`config.mk`:
```
export PLATFORM = sky130hd
export DESIGN_NAME = uart_tx_fifo
export DESIGN_NICKNAME = d
export VERILOG_FILES = /design/src/rtl/uart_tx_fifo.sv
export SDC_FILE = /design/constraint.sdc
export NUM_CORES = 1
export LEC_CHECK = 0
export ABC_AREA = 1
export CAP_MARGIN = 40
export CORE_MARGIN = 5
export CORE_UTILIZATION = 55
export CTS_CLUSTER_DIAMETER = 30
export DETAILED_ROUTE_END_ITERATION = 8
export PLACE_DENSITY = 0.77
export SLEW_MARGIN = 20
export SYNTH_ARGS = -nofsm -noshare
export SYNTH_HDL_FRONTEND = slang
export SYNTH_SLANG_ARGS = --single-unit
```
`constraint.sdc`:
```
create_clock -name clk -period 2.27 [get_ports clk]
set_input_delay 0.3405 -clock clk [delete_from_list [all_inputs] [get_ports clk]]
set_output_delay 0.3405 -clock clk [all_outputs]
set_load 0.005 [all_outputs]
```
`src/rtl/uart_tx_fifo.sv`:
```
// UART transmit holding FIFO with THR-empty interrupt state and level/status flags.
// Optional sticky overflow flag is built when UART_TX_FIFO_OVF_EN is defined.
module uart_tx_fifo #(
  parameter int unsigned DATA_W = 8,
  parameter int unsigned DEPTH  = 32
) (
  input  logic                   clk,
  input  logic                   reset,
  input  logic                   wr_en,
  input  logic [DATA_W-1:0]      wr_data,
  input  logic                   rd_en,
  output logic [DATA_W-1:0]      rd_data,
  output logic                   rd_valid,
  input  logic                   fifo_en,
  input  logic                   tx_clr,
  input  logic                   ier_thre,
  input  logic                   iir_rd,
  output logic [$clog2(DEPTH):0] level,
  output logic                   full,
  output logic                   empty,
  output logic                   thre,
  output logic [3:0]             iir,
  output logic                   ovf
);

  localparam int unsigned AW = $clog2(DEPTH);
  localparam int unsigned CW = AW + 1;
  localparam logic [3:0] IIR_NONE = 4'b0001;
  localparam logic [3:0] IIR_THRE = 4'b0010;

  logic [DATA_W-1:0] mem [DEPTH];
  logic [AW-1:0]     wr_ptr;
  logic [AW-1:0]     rd_ptr;
  logic [CW-1:0]     count;
  logic [CW-1:0]     count_nxt;
  logic              clr;
  logic              full_s;
  logic              empty_s;
  logic              wr_acc;
  logic              rd_acc;
  logic              thre_int;
  logic              thre_int_nxt;
  logic              ier_q;

  // Accept decisions; a clear (or disabled FIFO) overrides both strobes.
  always_comb begin
    clr     = tx_clr | ~fifo_en;
    full_s  = (count == CW'(DEPTH));
    empty_s = (count == '0);
    rd_acc  = rd_en & ~clr & ~empty_s;
    wr_acc  = wr_en & ~clr & (~full_s | rd_acc);
  end

  always_comb begin
    count_nxt = count;
    if (clr) begin
      count_nxt = '0;
    end else if (wr_acc && !rd_acc) begin
      count_nxt = count + CW'(1);
    end else if (rd_acc && !wr_acc) begin
      count_nxt = count - CW'(1);
    end
  end

  always_ff @(posedge clk or negedge reset) begin
    if (!reset) begin
      wr_ptr <= '0;
      rd_ptr <= '0;
      count  <= '0;
    end else if (clr) begin
      wr_ptr <= '0;
      rd_ptr <= '0;
      count  <= '0;
    end else begin
      if (wr_acc) wr_ptr <= wr_ptr + AW'(1);
      if (rd_acc) rd_ptr <= rd_ptr + AW'(1);
      count <= count_nxt;
    end
  end

  // Storage array carries no reset; contents are don't-care until written.
  always_ff @(posedge clk) begin
    if (wr_acc) mem[wr_ptr] <= wr_data;
  end

  // Head is sampled before a same-edge write can overwrite it when full.
  always_ff @(posedge clk or negedge reset) begin
    if (!reset) begin
      rd_data  <= '0;
      rd_valid <= 1'b0;
    end else begin
      rd_valid <= rd_acc;
      if (rd_acc) rd_data <= mem[rd_ptr];
    end
  end

  // THRE interrupt: host ack clears, empty events set, an accepted write wins.
  always_comb begin
    thre_int_nxt = thre_int;
    if (iir_rd && ier_thre && thre_int) begin
      thre_int_nxt = 1'b0;
    end
    if (ier_thre && ((!empty_s && count_nxt == '0) || (!ier_q && empty_s))) begin
      thre_int_nxt = 1'b1;
    end
    if (wr_acc) begin
      thre_int_nxt = 1'b0;
    end
  end

  always_ff @(posedge clk or negedge reset) begin
    if (!reset) begin
      thre_int <= 1'b0;
      ier_q    <= 1'b0;
    end else begin
      thre_int <= thre_int_nxt;
      ier_q    <= ier_thre;
    end
  end

  assign level = count;
  assign full  = full_s;
  assign empty = empty_s;
  assign thre  = empty_s;
  assign iir   = (ier_thre && thre_int) ? IIR_THRE : IIR_NONE;

`ifdef UART_TX_FIFO_OVF_EN
  logic ovf_set;

  assign ovf_set = wr_en & ~clr & full_s & ~rd_acc;

  always_ff @(posedge clk or negedge reset) begin
    if (!reset) begin
      ovf <= 1'b0;
    end else if (ovf_set) begin
      ovf <= 1'b1;
    end else if (tx_clr || iir_rd) begin
      ovf <= 1'b0;
    end
  end
`else
  assign ovf = 1'b0;
`endif

endmodule

```
==> results.ini, run 1 <==
[status]
status=finished, final reports clean

[timing]
slew_headroom_pct=52.2
fin_skew_ns=0.0177
fin_tns_setup_ns=0
min_period_ns=2.22
drv_slew=0
finalCritPeriodShare_pct=97.9
max_freq_mhz=450
finalHoldViolations=0
rsz0062_at_grt=false
setup_viol=0
worst_pin_slew_ns=0.715

[setup_path]
crit_arrival_ns=1.88
cpPeakStageDelay_ns=0.51
crit_path_end_kind=primary output
cp_max_fo=3
r2r_end=rd_data[5]
worstSetupPathType=reg2out
cp_cell_sequence=buf_4, nor2_2, nand3_4, inv_2, clkdlybuf4s50_1
r2r-start=rd_ptr[0]
cp_slowest_cell=clkdlybuf4s50_1
r2r_slack_ns=0.10
ff2ff_path_depth=8
start_kind=flip-flop
cp.required_ns=1.93

[placed_design]
place_hpwl_um=17300
io_buffers=35
place_congestion=0.904

[logic_synthesis]
synthTopCellsByArea=edfxtp_1 (66%), dfrtp_1 (5.8%), o21ai_0 (5.8%)
postSynthCellCount=952
ys_ff_latch=283
avgSynthCellArea_um2=12.2
yosysWarnings=0
synth_compound_area_share_pct=11.3
synth_top_family_by_area=simple AND/OR/NAND/NOR gates
muxShareOfSynthArea_pct=0
yosysTopAreaCell=edfxtp_1
synth_top_area_share_pct=66.0
ys_seq_area_share_pct=71.8
synth_xor_area_share_pct=0.376
synthAdderAreaFrac_pct=0.859
syn-cell-area_um2=11600
yosysUniqueCellTypes=40
synth-simple-area-share_pct=12.3

[global_route]
grt_pass1_vias=7944
overflow=0
grt_max_degree=66
antenna_found_initial=0
grt_usage_pct=23.8
grt_pass1_wl_um=44700

[layout]
syn2layout_area_growth_pct=22.3
nets=1078
drive_gt1_share_pct=16.6
diodes=0
fillers=1463

[clocking]
cts_buffer_depth=3
clkSinkCount=283
cts_root_buf=clkbuf_16
cts_hold_buf=0
cts_tree=yes
clk_pin_slew_ns=0.05
cts_buffers=43
clk_latency_ns=0.53
htree_levels=2

[drt]
postRouteAntennaNets=0
vias=8188
drt-initial-drc-count=817
finalWirelength_um=28900
dr.pass1.iters=6
wl_per_cell_um=21.2
via_per_inst=6.01
drc_errors=0

[power]
irDropWorstVdd_mv=0.674
total_leakage_power_nw=5.18
total_power_mw=12.8
power_density_nw_per_um2=899

[floorplanning]
boundaryPins=39
core_um2=21000
fp-row-count=53
start_util_pct=55.6
die_y_um=156
die_w_um=156
dieArea_um2=24200

[hold_path]
min_path_type=in2async

[flow_run]
maxCapViolCount=0

## state kept, by name (all words and copies together), names as in the netlist
signal,flops
wr_ptr,5
mem,256
rd_data,8
level,6
rd_valid,1
ier_q,1
rd_ptr,5
thre_int,1
## power breakdown
part | internal, mW | switching (mW)
clock network | 4.12 | 2.30
logic | 0.257 | 0.343
registers | 5.76 | 0.0414
total | 10.1 | 2.68
## per-layer routing
metal | global-route usage [%] | part of all wire [%] | vias up
li1 | - | - | 3695
met5 | 0 | 0 | -
met3 | 4.97 | 9.1 | 74
met4 | 8.17 | 2.9 | 0
met1 | 33.4 | 40 | 3982
met2 | 37.8 | 48 | 437
## cell type report
type	instances	area (um^2)	area share (%)
inverters	38	144	1.01
clock buffers	51	1160	8.13
multi-input cells	574	2940	20.7
flip-flops and latches	283	8370	58.8
well taps	275	344	2.42
repair buffers	114	1010	7.11
clock inverters	27	270	1.90
## cells in the final DEF, fill, tap and decap left out, types with 23 or more instances in the layout
| cell type | instances |
|---|---|
| dfrtp_1 | 23 |
| o21ai_0 | 135 |
| clkbuf_16 | 45 |
| buf_4 | 73 |
| nand2_1 | 99 |
| o221ai_1 | 25 |
| nor2_1 | 169 |
| nand3_1 | 30 |
| o22ai_1 | 39 |
| inv_1 | 26 |
| clkdlybuf4s50_1 | 34 |
| edfxtp_1 | 256 |
## critical path, delay by kind of cell (launching register included)
| family | cells | cell delay [ns] |
|---|---|---|
| buffers and inverters | 3 | 0.73 |
| DFF | 1 | 0.41 |
| and+or+nand+nor | 2 | 0.23 |
## cells in the mapped netlist
library cell / number
edfxtp_1: 256
nor2_1: 170
o21ai_0: 135
nand2_1: 99
clkbuf_1: 48
o22ai_1: 39
inv_1: 31
nand3_1: 30
dfrtp_1: 27
o221ai_1: 25
nand4_1: 18
ha_1: 8
o211ai_1: 7
a21oi_1: 5
a221oi_1: 5
nor3_1: 5
buf_2: 4
buf_4: 4
inv_2: 4
clkinv_1: 3
nor2_2: 3
xor2_1: 3
buf_1: 2
nand2_4: 2
nand3_2: 2
nand3_4: 2
xnor2_1: 2
a211oi_1: 1
a211oi_2: 1
a21boi_0: 1
a21oi_2: 1
a22o_1: 1
buf_6: 1
conb_1: 1
nand2_2: 1
nor2_4: 1
nor3_2: 1
nor4_1: 1
o21ai_2: 1
or2_2: 1
## how the worst max path moves through the flow
stage | from | to | slack [ns] | depth (start not counted)
after floorplan | level[0] | mem[15][0] | -0.18 | 9
after global routing | level[5] | thre | 0.002 | 5
after detailed placement | fifo_en | mem[23][4] | -0.02 | 10
final | level[5] | thre | 0.05 | 5
after CTS | level[4] | full | 0.01 | 5
after global placement | fifo_en | mem[23][7] | 0.12 | 10
## what timing repair did
action                                  4_1_cts  5_1_grt
endpoints found under the setup margin        3        3
resized for setup                            11        5
setup buffers                                 8        0
hold endpoints to repair                      0        0
pin swaps                                     2        2
## through the flow
| step | worst slack [ns] | area (um^2) | cells | util [%] | hold slack, ns |
|---|---|---|---|---|---|
| 6_report | 0.0487 | 14200 | 1362 | 68.0 | 0.234 |
| 3_3_place_gp | 0.119 | 12700 | 1276 | 60.6 | 0.464 |
| 5_1_grt | 0.00230 | 14200 | 1362 | 68.0 | 0.282 |
| 2_1_floorplan | -0.184 | 11700 | 954 | - | 0.0449 |
| 4_1_cts | 0.0144 | 14200 | 1362 | 67.9 | 0.251 |
| 3_5_place_dp | -0.0175 | 12700 | 1276 | 60.6 | 0.472 |
## cell families after synthesis
kind of cell,after synthesis
other,1
buffers and inverters,97
AND/OR/NAND/NOR,336
XOR/XNOR,5
AO/OA/AOI/OAI,222
adder cells (fa/ha/maj),8
flip-flops,283
Note: power is estimated with default switching activity, not from simulation.
==> run 2: changes to the inputs <==
Settings changed: SETUP_SLACK_MARGIN from default to 0.15.
==> run 2 against run 1 <==
Clock skew rose by 0.0056 ns; final area increased by 1.3%; largest power group unchanged; routed wire length about the same; worst setup slack better by 0.15 ns; largest cell class unchanged; count of clock-buffer cells in the layout decreased by 1; power is 5.4% higher; die area did not move; register-to-register slack improved by 0.13 ns; first-iteration DRC count rose by 32%; critical path type unchanged; global-route usage is 0.053 points higher.
==> results.ini, run 2 (same netlist as run 1, synthesis figures left out) <==
[placed_design]
place_hpwl_um=17300
place_congestion=0.922
dp_cells=1282
io_buffers=35
place_ws_ns=0.00501

[timing]
fin_skew_ns=0.0234
setup_viol=0
hold_ws_ns=0.224
setup_ws_ns=0.197
min_period_ns=2.07
worst_pin_slew_ns=0.752
slew_headroom_pct=49.7
finalHoldViolations=0
fin_tns_setup_ns=0
finalCritPeriodShare_pct=91.3
drv_slew=0
max_freq_mhz=482
rsz0062_at_grt=true

[setup_path]
start_kind=flip-flop
cp_max_fo=5
cp.required_ns=1.93
worstSetupPathType=reg2out
crit_path_end_kind=primary output
crit_arrival_ns=1.73

[status]
status=finished, final reports clean

[layout]
diodes=0
instances_no_fill=1369
syn2layout_area_growth_pct=23.8
final_common_cell=edfxtp_1
nets=1084
largest_reg_flops=256
regMostFlops=mem
final_cell_mix=edfxtp_1 (256), nor2_1 (170), o21ai_0 (135)
drive_gt1_share_pct=17.7

[clocking]
htree_levels=2
clkSinkCount=283
cts_buffer_depth=3
clk_latency_ns=0.53
cts_root_buf=clkbuf_16
clk_pin_slew_ns=0.06
cts_buffers=44
cts_tree=yes

[floorplanning]
core_um2=21000
die_y_um=156
die_w_um=156
fp-row-count=53
boundaryPins=39
dieArea_um2=24200
start_util_pct=55.6

[power]
total_leakage_power_nw=5.29
power_density_nw_per_um2=936
irDropWorstVdd_mv=0.573
total_power_mw=13.5

[global_route]
grt_usage_pct=23.9
antenna_found_initial=0
grt_pass1_wl_um=44500
grt_pass1_vias=8089
grt_max_degree=49
overflow=0

[drt]
via_per_inst=6.01
vias=8227
wl_per_cell_um=21.1
drt-initial-drc-count=1080
postRouteAntennaNets=0
dr.pass1.iters=7
finalWirelength_um=28900
drc_errors=0

[flow_run]
maxCapViolCount=0

[hold_path]
min_path_type=in2async

==> run 2: area by class of cell <==
cell class / count / area, um^2
Fill cell: 1409 / 6530
Multi-Input combinational cell: 574 / 2960
Tap cell: 275 / 344
Sequential cell: 283 / 8370
Inverter: 38 / 144
Timing Repair Buffer: 119 / 1040
Clock buffer: 50 / 1140
Clock inverter: 30 / 428
==> run 2: routing by layer <==
metal | global-route usage (%) | wire, um | vias up
li1 | - | - | 3699
met1 | 32.4 | 11000 | 3923
met2 | 38.4 | 13900 | 514
met3 | 4.11 | 2770 | 91
met4 | 10.7 | 1290 | 0
met5 | 0 | 0 | -
==> run 2: final timing paths <==
check	slack, ns	cells past startpoint	end	from
min in group clk	0.34	1	ier_q	ier_thre
worst min register to register	0.48	2	rd_data[6]	rd_data[6]
worst max-delay path	0.20	6	full	level[0]
worst max register to register	0.23	9	rd_data[5]	rd_ptr[0]
max in group asynchronous	1.44	2	rd_data[6]	reset
worst min-delay path	0.22	1	rd_ptr[0]	reset
==> run 2: metrics by stage <==
step           util [%]  cell area, um^2
2_1_floorplan         -            11700
3_3_place_gp       60.9            12800
3_5_place_dp       60.9            12800
4_1_cts            68.8            14400
5_1_grt            68.8            14400
6_report           68.8            14400
==> run 2: worst max-delay path, stage by stage (launching register included) <==
cell and delay (ns):
dfrtp_2 0.41, inv_2 0.10, ha_4 0.16, nand3_2 0.10, buf_4 0.17, inv_1 0.05
dlygate4sd2_1 0.23
==> run 2: repair_timing <==
action	in CTS	in global routing
setup endpoints to repair	5	154
setup buffers	7	0
hold buffers	0	0
pin swaps	2	0
gates resized for setup	11	5
==> run 2: report_power, final <==
part / leakage [nW] / switching [mW] / internal, mW
sequential: 2.66 / 0.0434 / 5.75
combinational: 1.88 / 0.353 / 0.255
clock: 0.761 / 2.40 / 4.69
==> run 3: changes to the inputs <==
Settings changed: SKIP_CTS_REPAIR_TIMING from default to 1.
==> run 3 against run 2 <==
Sequential cell count did not move; worst setup slack improved by 0.039 ns; sequential power barely moved; count of clock-buffer cells in the layout did not move; routed wire length fell by 0.47%; final cell count barely moved; largest cell class unchanged; non-clock buffer count fell by 1.
==> results.ini, run 3 (same netlist as run 1, synthesis figures left out) <==
[power]
power_frac_clock_pct=52.5
p_int_mw=10.7
p_switching_mw=2.79
seq_power_share_pct=43.0
power_density_nw_per_um2=935
swShare_pct=20.7
total_leakage_power_nw=5.31
irDropWorstVdd_mv=0.572
comb_power_share_pct=4.5

[layout]
final_cell_mix=edfxtp_1 (256), nor2_1 (169), o21ai_0 (135)
final_core_util_pct=68.9
diodes=0
final_common_cell=edfxtp_1
nets=1083
fillers=1409
drive_gt1_share_pct=17.4
largest_reg_flops=256
syn2layout_area_growth_pct=23.9
final_cell_area_um2=14400
regMostFlops=mem

[global_route]
antenna_found_initial=0
overflow=0
grtUsageMet1_pct=32.4
grt_pass1_wl_um=44300
grt_max_degree=49
grtUsageMet3_pct=4.11
top_usage_layer=met2
grt_usage_pct=23.7
grt_pass1_vias=8058
globalRouteMet2Util_pct=37.9

[clocking]
clk_latency_ns=0.53
clk_pin_slew_ns=0.06
cts_tree=yes
cts_buffer_depth=3
clkSinkCount=283
cts_root_buf=clkbuf_16
cts_buffers=44
htree_levels=2

[hold_path]
min_path_type=in2async

[floorplanning]
start_util_pct=55.6
core_um2=21000
die_y_um=156
boundaryPins=39
fp-row-count=53
die_w_um=156
dieArea_um2=24200

[drt]
finalWirelength_um=28800
wl_per_cell_um=21.0
vias=8260
drc_errors=0
via_per_inst=6.04
drt-initial-drc-count=1118
dr.pass1.iters=5
postRouteAntennaNets=0

[timing]
setup_viol=0
finalHoldViolations=0
max_freq_mhz=492
rsz0062_at_grt=false
slew_headroom_pct=48.9
drv_slew=0
fin_tns_setup_ns=0
worst_pin_slew_ns=0.764
setup_ws_ns=0.236
min_period_ns=2.03
finalCritPeriodShare_pct=89.6
fin_skew_ns=0.0257

[placed_design]
io_buffers=35
post_dp_cell_area_um2=12800
place_hpwl_um=17300
place_ws_ns=0.00501
place_congestion=0.922

[setup_path]
start_kind=flip-flop
crit_path_end_kind=flip-flop
worstSetupPathType=reg2reg
cp_max_fo=32
r2r_slack_ns=0.24
crit_arrival_ns=2.45
cp.required_ns=2.69
ff2ff_path_depth=9

[flow_run]
maxCapViolCount=0

[status]
status=finished, final reports clean

[run 3: changes by cell type in the layout (fill, tap and decap cells not counted), moves of 2 or more]
| cell | delta |
|---|---|
| dlygate4sd2_1 | -3 |
| nand2_2 | -3 |
| inv_2 | -3 |
| dlymetal6s2s_1 | +3 |
| inv_4 | +2 |
| nand2_1 | +3 |
[run 3: power by group through the flow]
stage          Clock (mW)  Sequential (mW)  Combinational [mW]
2_1_floorplan           0             5.90               0.233
3_3_place_gp            0             5.90               0.573
3_5_place_dp            0             5.90               0.588
4_1_cts              7.13             5.80               0.593
5_1_grt              7.38             5.80               0.658
6_report             7.09             5.80               0.606
[run 3: routing by layer]
metal | up-vias | share of wire, % | routed length, um
li1 | 3703 | - | -
met1 | 3954 | 38 | 11000
met2 | 517 | 48 | 13800
met3 | 86 | 9.5 | 2740
met4 | 0 | 4.3 | 1230
met5 | - | 0 | 0
[run 3: path summary, 6_finish.rpt]
path | end | startpoint
worst max-delay path | rd_data[5] | rd_ptr[0]
worst min-delay path | ier_q | reset
worst max register to register | rd_data[5] | rd_ptr[0]
worst min register to register | rd_data[6] | rd_data[6]
max in group asynchronous | rd_data[6] | reset
min in group clk | ier_q | ier_thre
[run 3: worst max-delay path: stages (launching register included)]
cell and delay (ns):
dfrtp_4 0.52, buf_4 0.16, buf_12 0.16, buf_4 0.20, o21ai_0 0.19, o22ai_1 0.10
a221oi_1 0.28, nand2_1 0.14, nand3_1 0.13, nand2_1 0.06
[run 3: through the flow]
stage | instances | hold WS [ns] | power (mW)
after floorplan | 954 | 0.0449 | 6.13
after global placement | 1281 | 0.464 | 6.47
after detailed placement | 1282 | 0.466 | 6.49
after CTS | 1362 | 0.236 | 13.5
after global routing | 1368 | 0.271 | 13.8
final | 1368 | 0.222 | 13.5
[run 3: cell type report]
type	instances	area [um^2]	area share, %
clock buffer	50	1140	7.93
multi-input combinational	574	2950	20.4
sequential	283	8370	58.0
clock inverter	30	428	2.97
inverter	38	149	1.03
timing repair buffer	118	1040	7.23
tap	275	344	2.38
